<file path="src/rtl/layer_param_loader.sv">
// Streams one parameter range [firstaddr, lastaddr) from weight or bias memory
// into the compute-side buffer, one read per cycle, with a fixed-latency valid pipe.
module layer_param_loader #(
   parameter int unsigned ADDR_W = 18,
   parameter int unsigned DATA_W = 16,
   parameter int unsigned BUF_AW = 16,
   parameter int unsigned RD_LAT = 2
) (
   input  logic              clk,
   input  logic              rst_n,
   input  logic              start,
   input  logic [ADDR_W-1:0] firstaddr,
   input  logic [ADDR_W-1:0] lastaddr,
   input  logic              re_weights,
   input  logic              re_bias,
   output logic [ADDR_W-1:0] mem_addr,
   output logic              mem_re_w,
   output logic              mem_re_b,
   input  logic [DATA_W-1:0] mem_rdata,
   output logic              buf_we_w,
   output logic              buf_we_b,
   output logic [BUF_AW-1:0] buf_addr,
   output logic [DATA_W-1:0] buf_data,
   output logic              busy,
   output logic              done,
   output logic              err
);

   localparam int unsigned LAT_W = (RD_LAT > 1) ? $clog2(RD_LAT) : 1;

   typedef enum logic [1:0] {
      IDLE,
      ISSUE,
      DRAIN,
      DONE
   } state_t;

   state_t            state;
   logic [ADDR_W-1:0] idx;
   logic [ADDR_W-1:0] last_idx;
   logic [LAT_W-1:0]  drain_cnt;
   logic [RD_LAT-1:0] pipe_w;
   logic [RD_LAT-1:0] pipe_b;
   logic [BUF_AW-1:0] pipe_idx [RD_LAT];
   logic [ADDR_W-1:0] n_words;

   assign n_words = lastaddr - firstaddr;

   // Pipe tail marks the cycle the memory returns data for the tagged index
   assign buf_we_w = pipe_w[RD_LAT-1];
   assign buf_we_b = pipe_b[RD_LAT-1];
   assign buf_addr = pipe_idx[RD_LAT-1];
   assign buf_data = (pipe_w[RD_LAT-1] || pipe_b[RD_LAT-1]) ? mem_rdata : '0;

   always_ff @(posedge clk) begin
      if (!rst_n) begin
         state     <= IDLE;
         idx       <= '0;
         last_idx  <= '0;
         drain_cnt <= '0;
         mem_addr  <= '0;
         mem_re_w  <= 1'b0;
         mem_re_b  <= 1'b0;
         busy      <= 1'b0;
         done      <= 1'b0;
         err       <= 1'b0;
         pipe_w    <= '0;
         pipe_b    <= '0;
         for (int i = 0; i < int'(RD_LAT); i++) pipe_idx[i] <= '0;
      end else begin
         done <= 1'b0;
         err  <= 1'b0;

         // Tag each issued read with its target and range index
         for (int i = int'(RD_LAT) - 1; i > 0; i--) begin
            pipe_w[i]   <= pipe_w[i-1];
            pipe_b[i]   <= pipe_b[i-1];
            pipe_idx[i] <= pipe_idx[i-1];
         end
         pipe_w[0]   <= mem_re_w;
         pipe_b[0]   <= mem_re_b;
         pipe_idx[0] <= BUF_AW'(idx);

         case (state)
            IDLE: begin
               if (start) begin
                  busy <= 1'b1;
                  if (!re_weights && !re_bias) begin
                     state <= DONE;
                     done  <= 1'b1;
                     err   <= 1'b1;
                  end else if (lastaddr <= firstaddr) begin
                     state <= DONE;
                     done  <= 1'b1;
                  end else begin
                     state    <= ISSUE;
                     mem_addr <= firstaddr;
                     mem_re_w <= re_weights;
                     mem_re_b <= !re_weights;
                     idx      <= '0;
                     last_idx <= n_words - ADDR_W'(1);
                  end
               end
            end
            ISSUE: begin
               if (idx == last_idx) begin
                  state     <= DRAIN;
                  mem_re_w  <= 1'b0;
                  mem_re_b  <= 1'b0;
                  drain_cnt <= '0;
               end else begin
                  idx      <= idx + ADDR_W'(1);
                  mem_addr <= mem_addr + ADDR_W'(1);
               end
            end
            DRAIN: begin
               if (drain_cnt == LAT_W'(RD_LAT - 1)) begin
                  state <= DONE;
                  done  <= 1'b1;
               end else begin
                  drain_cnt <= drain_cnt + LAT_W'(1);
               end
            end
            DONE: begin
               state <= IDLE;
               busy  <= 1'b0;
            end
            default: begin
               state <= IDLE;
               busy  <= 1'b0;
            end
         endcase
      end
   end

endmodule

</file>
<file path="config.mk">
export PLATFORM = sky130hd
export DESIGN_NAME = layer_param_loader
export DESIGN_NICKNAME = d
export VERILOG_FILES = /design/src/rtl/layer_param_loader.sv
export SDC_FILE = /design/constraint.sdc
export NUM_CORES = 1
export LEC_CHECK = 0
export CORE_MARGIN = 2
export CORE_UTILIZATION = 30
export CTS_CLUSTER_DIAMETER = 50
export DETAILED_ROUTE_END_ITERATION = 8
export PLACE_DENSITY = 0.58
export SLEW_MARGIN = 10
export SYNTH_ARGS = -nofsm -noshare
export SYNTH_HDL_FRONTEND = slang
export SYNTH_SLANG_ARGS = --single-unit
export TNS_END_PERCENT = 5
</file>
<file path="constraint.sdc">
create_clock -name clk -period 2.7 [get_ports clk]
set_clock_uncertainty 0.2 [all_clocks]
set_input_delay 0.405 -clock clk [delete_from_list [all_inputs] [get_ports clk]]
set_output_delay 0.405 -clock clk [all_outputs]
set_load 0.005 [all_outputs]
</file>
[Word level (Yosys, flattened, before mapping)]
Memories as Yosys holds them, arrays and structs flattened.
Index checks and enable logic that the tools add are counted.
Storage, ports and cells
  memories kept: 1
  bits in registers: 66
  memory bits (writable): 32
Operators by class
  eq/ne operators: 10
  reduce and logical (&&, ||, !) cells: 15
  bitwise gates (word level): 4
  add/sub/neg operators: 5
  muxes and demuxes: 40
  magnitude comparators: 1
Memory list
  pipe_idx: words 2, width 16, rd ports 2, clocked after memory_dff 0, wr ports 2, RTL line 44  | logic [BUF_AW-1:0] pipe_idx [RD_LAT];
Operators by type and width (count)
  18-bit 2-to-1 mux: 8
  18-bit one-hot mux with 2 select lines: 2
  16-bit 2-to-1 mux: 3
  18-bit by 1-bit adder with 18-bit output, second input constant: 2
  18-bit equality test: 1
  18-bit less-or-equal comparator: 1
  18-bit by 1-bit subtractor with 18-bit output, second input constant: 1
  18-bit subtractor: 1
  1-bit 2-to-1 mux: 16
  2-bit inequality test, second input constant: 6
  2-bit 2-to-1 mux: 5
  1-bit one-hot mux with 2 select lines: 5
  5-bit AND reduction: 2
  2-bit one-hot mux with 4 select lines: 1
  3-bit AND reduction: 2
  2-bit nonzero test: 3
  2-bit equality test, second input constant: 2
  2-bit AND reduction: 2
  4-bit AND reduction: 1
  2-bit by 1-bit equality test with 1-bit output, second input constant: 1
  1-bit logical NOT: 2
  2-bit logical NOT: 1
  1-bit NOT: 2
  1-bit OR: 2
  other kinds (3): 3

[Longest topological paths before layout]
Gate-level depths: netlist of the first run.
  word-level depth: 5
  depth in mapped cells: 11
  depth with buffers taken out: 10

[Worst setup path before layout of the first run]
No wires, ideal clock.
  path kind: input -> register
  start: input firstaddr[7]
  end: register mem_addr[14]
  buffers on the path: 1
  required time: 2381 ps
  setup slack: -74 ps
  stages on the path: 10
  data arrival time: 2456 ps
  path through: inv_1 ha_1 a21o_1 a21o_1 a221oi_4 a221oi_4 a32oi_4 buf_6 a21oi_1 o221a_1
Between the ends
  word-level cells in the longest chain between the ends: 3
Ends and longest elaborated chain
  from (decl): RTL line 12  | input logic [ADDR_W-1:0] firstaddr,
  18-bit less-or-equal comparator: RTL line 92  | end else if (lastaddr <= firstaddr) begin
  2-bit inequality test (no line)
  5-bit AND reduction (no line)
  to (signal assigned): RTL line 97  | mem_addr <= firstaddr;
  to (signal assigned): RTL line 113  | mem_addr <= mem_addr + ADDR_W'(1);
  to (decl): RTL line 16  | output logic [ADDR_W-1:0] mem_addr,
Every way passes these cells.
A chain may end at the register's enable or synchronous reset.

[Worst setup path after layout of the first run]
  start: input firstaddr[1]
  end: register mem_addr[16]
The elaborated chain is that of the path after synthesis.

==> results of run 1 <==
==> power by group through the flow <==
stage          Clock [uW]  Combinational (uW)  Sequential (uW)
2_1_floorplan           0                 980             1690
3_3_place_gp            0                1660             1720
3_5_place_dp            0                1660             1720
4_1_cts              1500                1820             1690
5_1_grt              1570                2110             1710
6_report             1470                1960             1690
==> flip-flops by register name, indices dropped and copies added, names as in the netlist, 2 cells and up <==
register  count
idx          18
last_idx     18
state         2
pipe_w        2
pipe_idx     32
mem_addr     18
pipe_b        2
==> metal layers <==
layer	routed length [um]	global-route usage (%)	part of all wire, %	vias to the layer above
li1	-	-	-	2732
met1	8321	24.17	49	2517
met5	0	0	0	-
met2	7754	26.75	45	158
met3	875	3.057	5.1	14
met4	198	3.895	1.2	0
==> how the worst max path moves through the flow <==
stage	startpoint	slack, ps	depth (start not counted)	to
floorplan	firstaddr[13]	-30	11	idx[14]$_SDFFE_PN0P_
global route	firstaddr[1]	-10	12	mem_addr[11]$_SDFFE_PN0P_
CTS	firstaddr[13]	-110	11	idx[7]$_SDFFE_PN0P_
detailed placement	firstaddr[13]	-730	11	idx[7]$_SDFFE_PN0P_
finish	firstaddr[1]	50	11	mem_addr[16]$_SDFFE_PN0P_
global placement	firstaddr[13]	-680	11	idx[3]$_SDFFE_PN0P_
==> logic make-up (layout without fill, tap and decap cells) <==
kind of cell	after synthesis	count (layout)	synth area share [%]
AND/OR/NAND/NOR	235	236	20.95
AO/OA/AOI/OAI	167	167	22.50
flip-flops	98	98	34.83
buffers and inverters	98	297	8.552
XOR/XNOR	33	33	5.131
adder cells (fa/ha/maj)	26	26	5.908
multiplexers	12	12	2.132
==> placed cells by master (no fill, tap or decap), types with 5 or more instances in the layout <==
cell type and count:
a31oi_1 10, and2_1 29, xnor2_1 20, dlymetal6s2s_1 25, mux2i_1 11, ha_1 7
xor2_1 13, dfxtp_1 98, inv_1 35, o22ai_1 16, buf_4 103, clkbuf_16 10
inv_2 13, o211ai_1 6, nand2_1 72, clkdlybuf4s50_1 78, nor2b_1 16, a21o_1 7
a21oi_2 6, o21ai_0 14, o32ai_2 14, nor3_1 9, buf_6 9, ha_4 17
a21oi_1 42, buf_12 5, dlygate4sd2_1 8, nor2_1 46, nand3_1 17, nand4_1 7
==> layout make-up <==
cell class | count | share of cell area [%]
multi-input cells | 474 | 42.04
well taps | 234 | 3.402
flip-flops and latches | 98 | 22.79
clock inverters | 6 | 1.221
repair buffers | 232 | 25.63
inverters | 49 | 2.137
clock buffers | 10 | 2.777
==> repair_timing <==
| action | 4_1_cts | 5_1_grt |
|---|---|---|
| hold buffers | 0 | 0 |
| setup endpoints to repair | 56 | 70 |
| pin swaps | 29 | 28 |
| setup buffers | 3 | 6 |
| resized for setup | 47 | 69 |
| gates cloned | 2 | 1 |
| hold endpoints to repair | 0 | 0 |
==> stage by stage <==
step	TNS, ps	util [%]	worst slack, ps	instances
3_5_place_dp	-32900	41.00	-734.0	1075
5_1_grt	-16.56	46.32	-11.55	1103
6_report	0	46.32	50.26	1103
3_3_place_gp	-31900	41.00	-675.2	1075
2_1_floorplan	-34.58	-	-29.89	669
4_1_cts	-2722	44.42	-107.7	1096
==> results.md, run 1 <==
- Outcome: completed
- Vias per inst: 4.915
- Critical Path Most Common Cell: buf_12
- Syn_area_per_cell: 8.420 sq um
- Clk sinks: between 90 and 100
- EDFF count, synth: 0
- Final hold violations: 0
- Final count of negative-setup-slack endpoints: 0
- Max-slew violation count: 0
- Total internal power: 3411 uW
- Yosys warnings: 0
- Port Buffer Count: 113
- Number of global-route vias before repair: 4944
- Post-synth top area share: between 30% and 40%
- Slowest-stage cell, CP: clkdlybuf4s50_1
- CTS tree: yes
- Core Area: about 0.019 sq mm
- Comb power frac: around two fifths
- Worst-margin pin slew: 555.0 ps
- Initial antenna violation count: 0
- Yosys top cell by area: dfxtp_1
- Gate Count Post-Synth: 669
- Required @ worst endpoint: between 2000 and 3000 ps
- First-pass GRT wire length: between 20000 and 30000 um
- Final GP Congestion: between 0.8 and 0.9
- Initial core utilization: 30.32%
- Synthesized flop and latch total: 98
- Hold depth: 1
- Nets: between 900 and 1000
- Mapped cell area: 0.005633 sq mm
- CTS H-Tree Depth: 3
- Mapped Nets: between 700 and 800
- Ranking of synthesized cells by area: dfxtp_1, ha_1, nand2_1, a21oi_1, and2_1
- GR Util All Layers: between 10% and 20%
- Clock buffer depth: 2
- Drt first pass iters: 5
- Max incr delay on CP: 500 ps
- CP Buf/Inv Count: 5
- Die Wd: about 140 um
- Register area share after synthesis: a little over a third
- CP cell instances: clkdlybuf4s50_1, inv_2, ha_4, and2_1, a311o_1, a21oi_2, a32oi_4, buf_12, buf_12, buf_16, o221a_1
- Critical Path Fanout Max: 12
- Grt ovf: 0
- Delay-heaviest family, CP: buffers and inverters
- Most frequent cell after synthesis: dfxtp_1
- Worst skew pair latency: 360 ps
- Via count: roughly 5400
- Critical path arrival: 2690 ps
- Post-synth cell types: 72
- Top cells by count, synth: dfxtp_1, nand2_1, a21oi_1, nor2_1, inv_1
- Syn-to-layout area delta: 52.80%
- Max cap viols: 0
- Top_reg_cell synth: dfxtp_1
- Fin area: between 0.008 and 0.009 sq mm
- R2R Path End: idx[17]$_SDFFE_PN0P_
- Die height: 141.0 um
- Root buf cell: clkbuf_16
- Total area of sequential cells: slightly below 0.002 sq mm
- CP Launch Type: input pin
- Filler cell count: about 1800
- Switching Fraction: roughly a third
- Final HPWL DP: around 13000 um
- CTS clk-pin slew, worst paths: about 70 ps
- FF-to-FF setup slack: roughly 140 ps
- Largest net degree at the start of global routing: 40
- Asr flop ratio synth: 0%
- Fin crit share: a little over nine tenths
- Unrepaired setup endpoints after global routing: true
- Register-to-Register Path Depth: 7
- Register share of total power: 33.1%
- ANT nets after route: 0
- Residual DRC count: 0
- Leakage dissipation: 0.003625 uW
- Switching Power: 1705 uW
- Std cell rows: 50
- Area of the multi-input gates: 0.003618 sq mm
- Setup CP Type: in2reg
- HP Start: pipe_idx[0][14]$_SDFF_PN0_
- Total die area: about 0.020 sq mm
- Hold Slack: between 200 and 250 ps
- PD cells: 594.4 mW/mm^2
- Clk pwr share: 28.7%
- Top Ports: between 100 and 150
- Share of layout cells above drive strength 1: a little over a quarter
- Initial DRC Count: around 360
- Diode count: 0
- DP Area: roughly 0.0076 sq mm
- CTS Buf Count: 9
- Max IR drop VDD: a little under 0.3 mV
- Wire per inst: 15.55 um
- F_max: about 380 MHz
- Slew headroom: a little over three fifths
- Hold crit path type: reg2reg
- Final Critical Period: 2650 ps
- Overall Power: a little over 5000 uW
- Worst setup EP type: flip-flop
- Final wirelength: about 17000 um
- Crit Reg-Reg Startpoint: idx[0]$_SDFFE_PN0P_
- Hold endpoint: pipe_idx[0][30]$_SDFF_PN0_
Note: power is estimated with default switching activity, not from simulation.
==> run 2, diff against run 1 <==
HOLD_SLACK_MARGIN = 0.05   (was default)
==> results of run 2 <==
The final DEF is identical to that of run 1; final timing and power are the same.
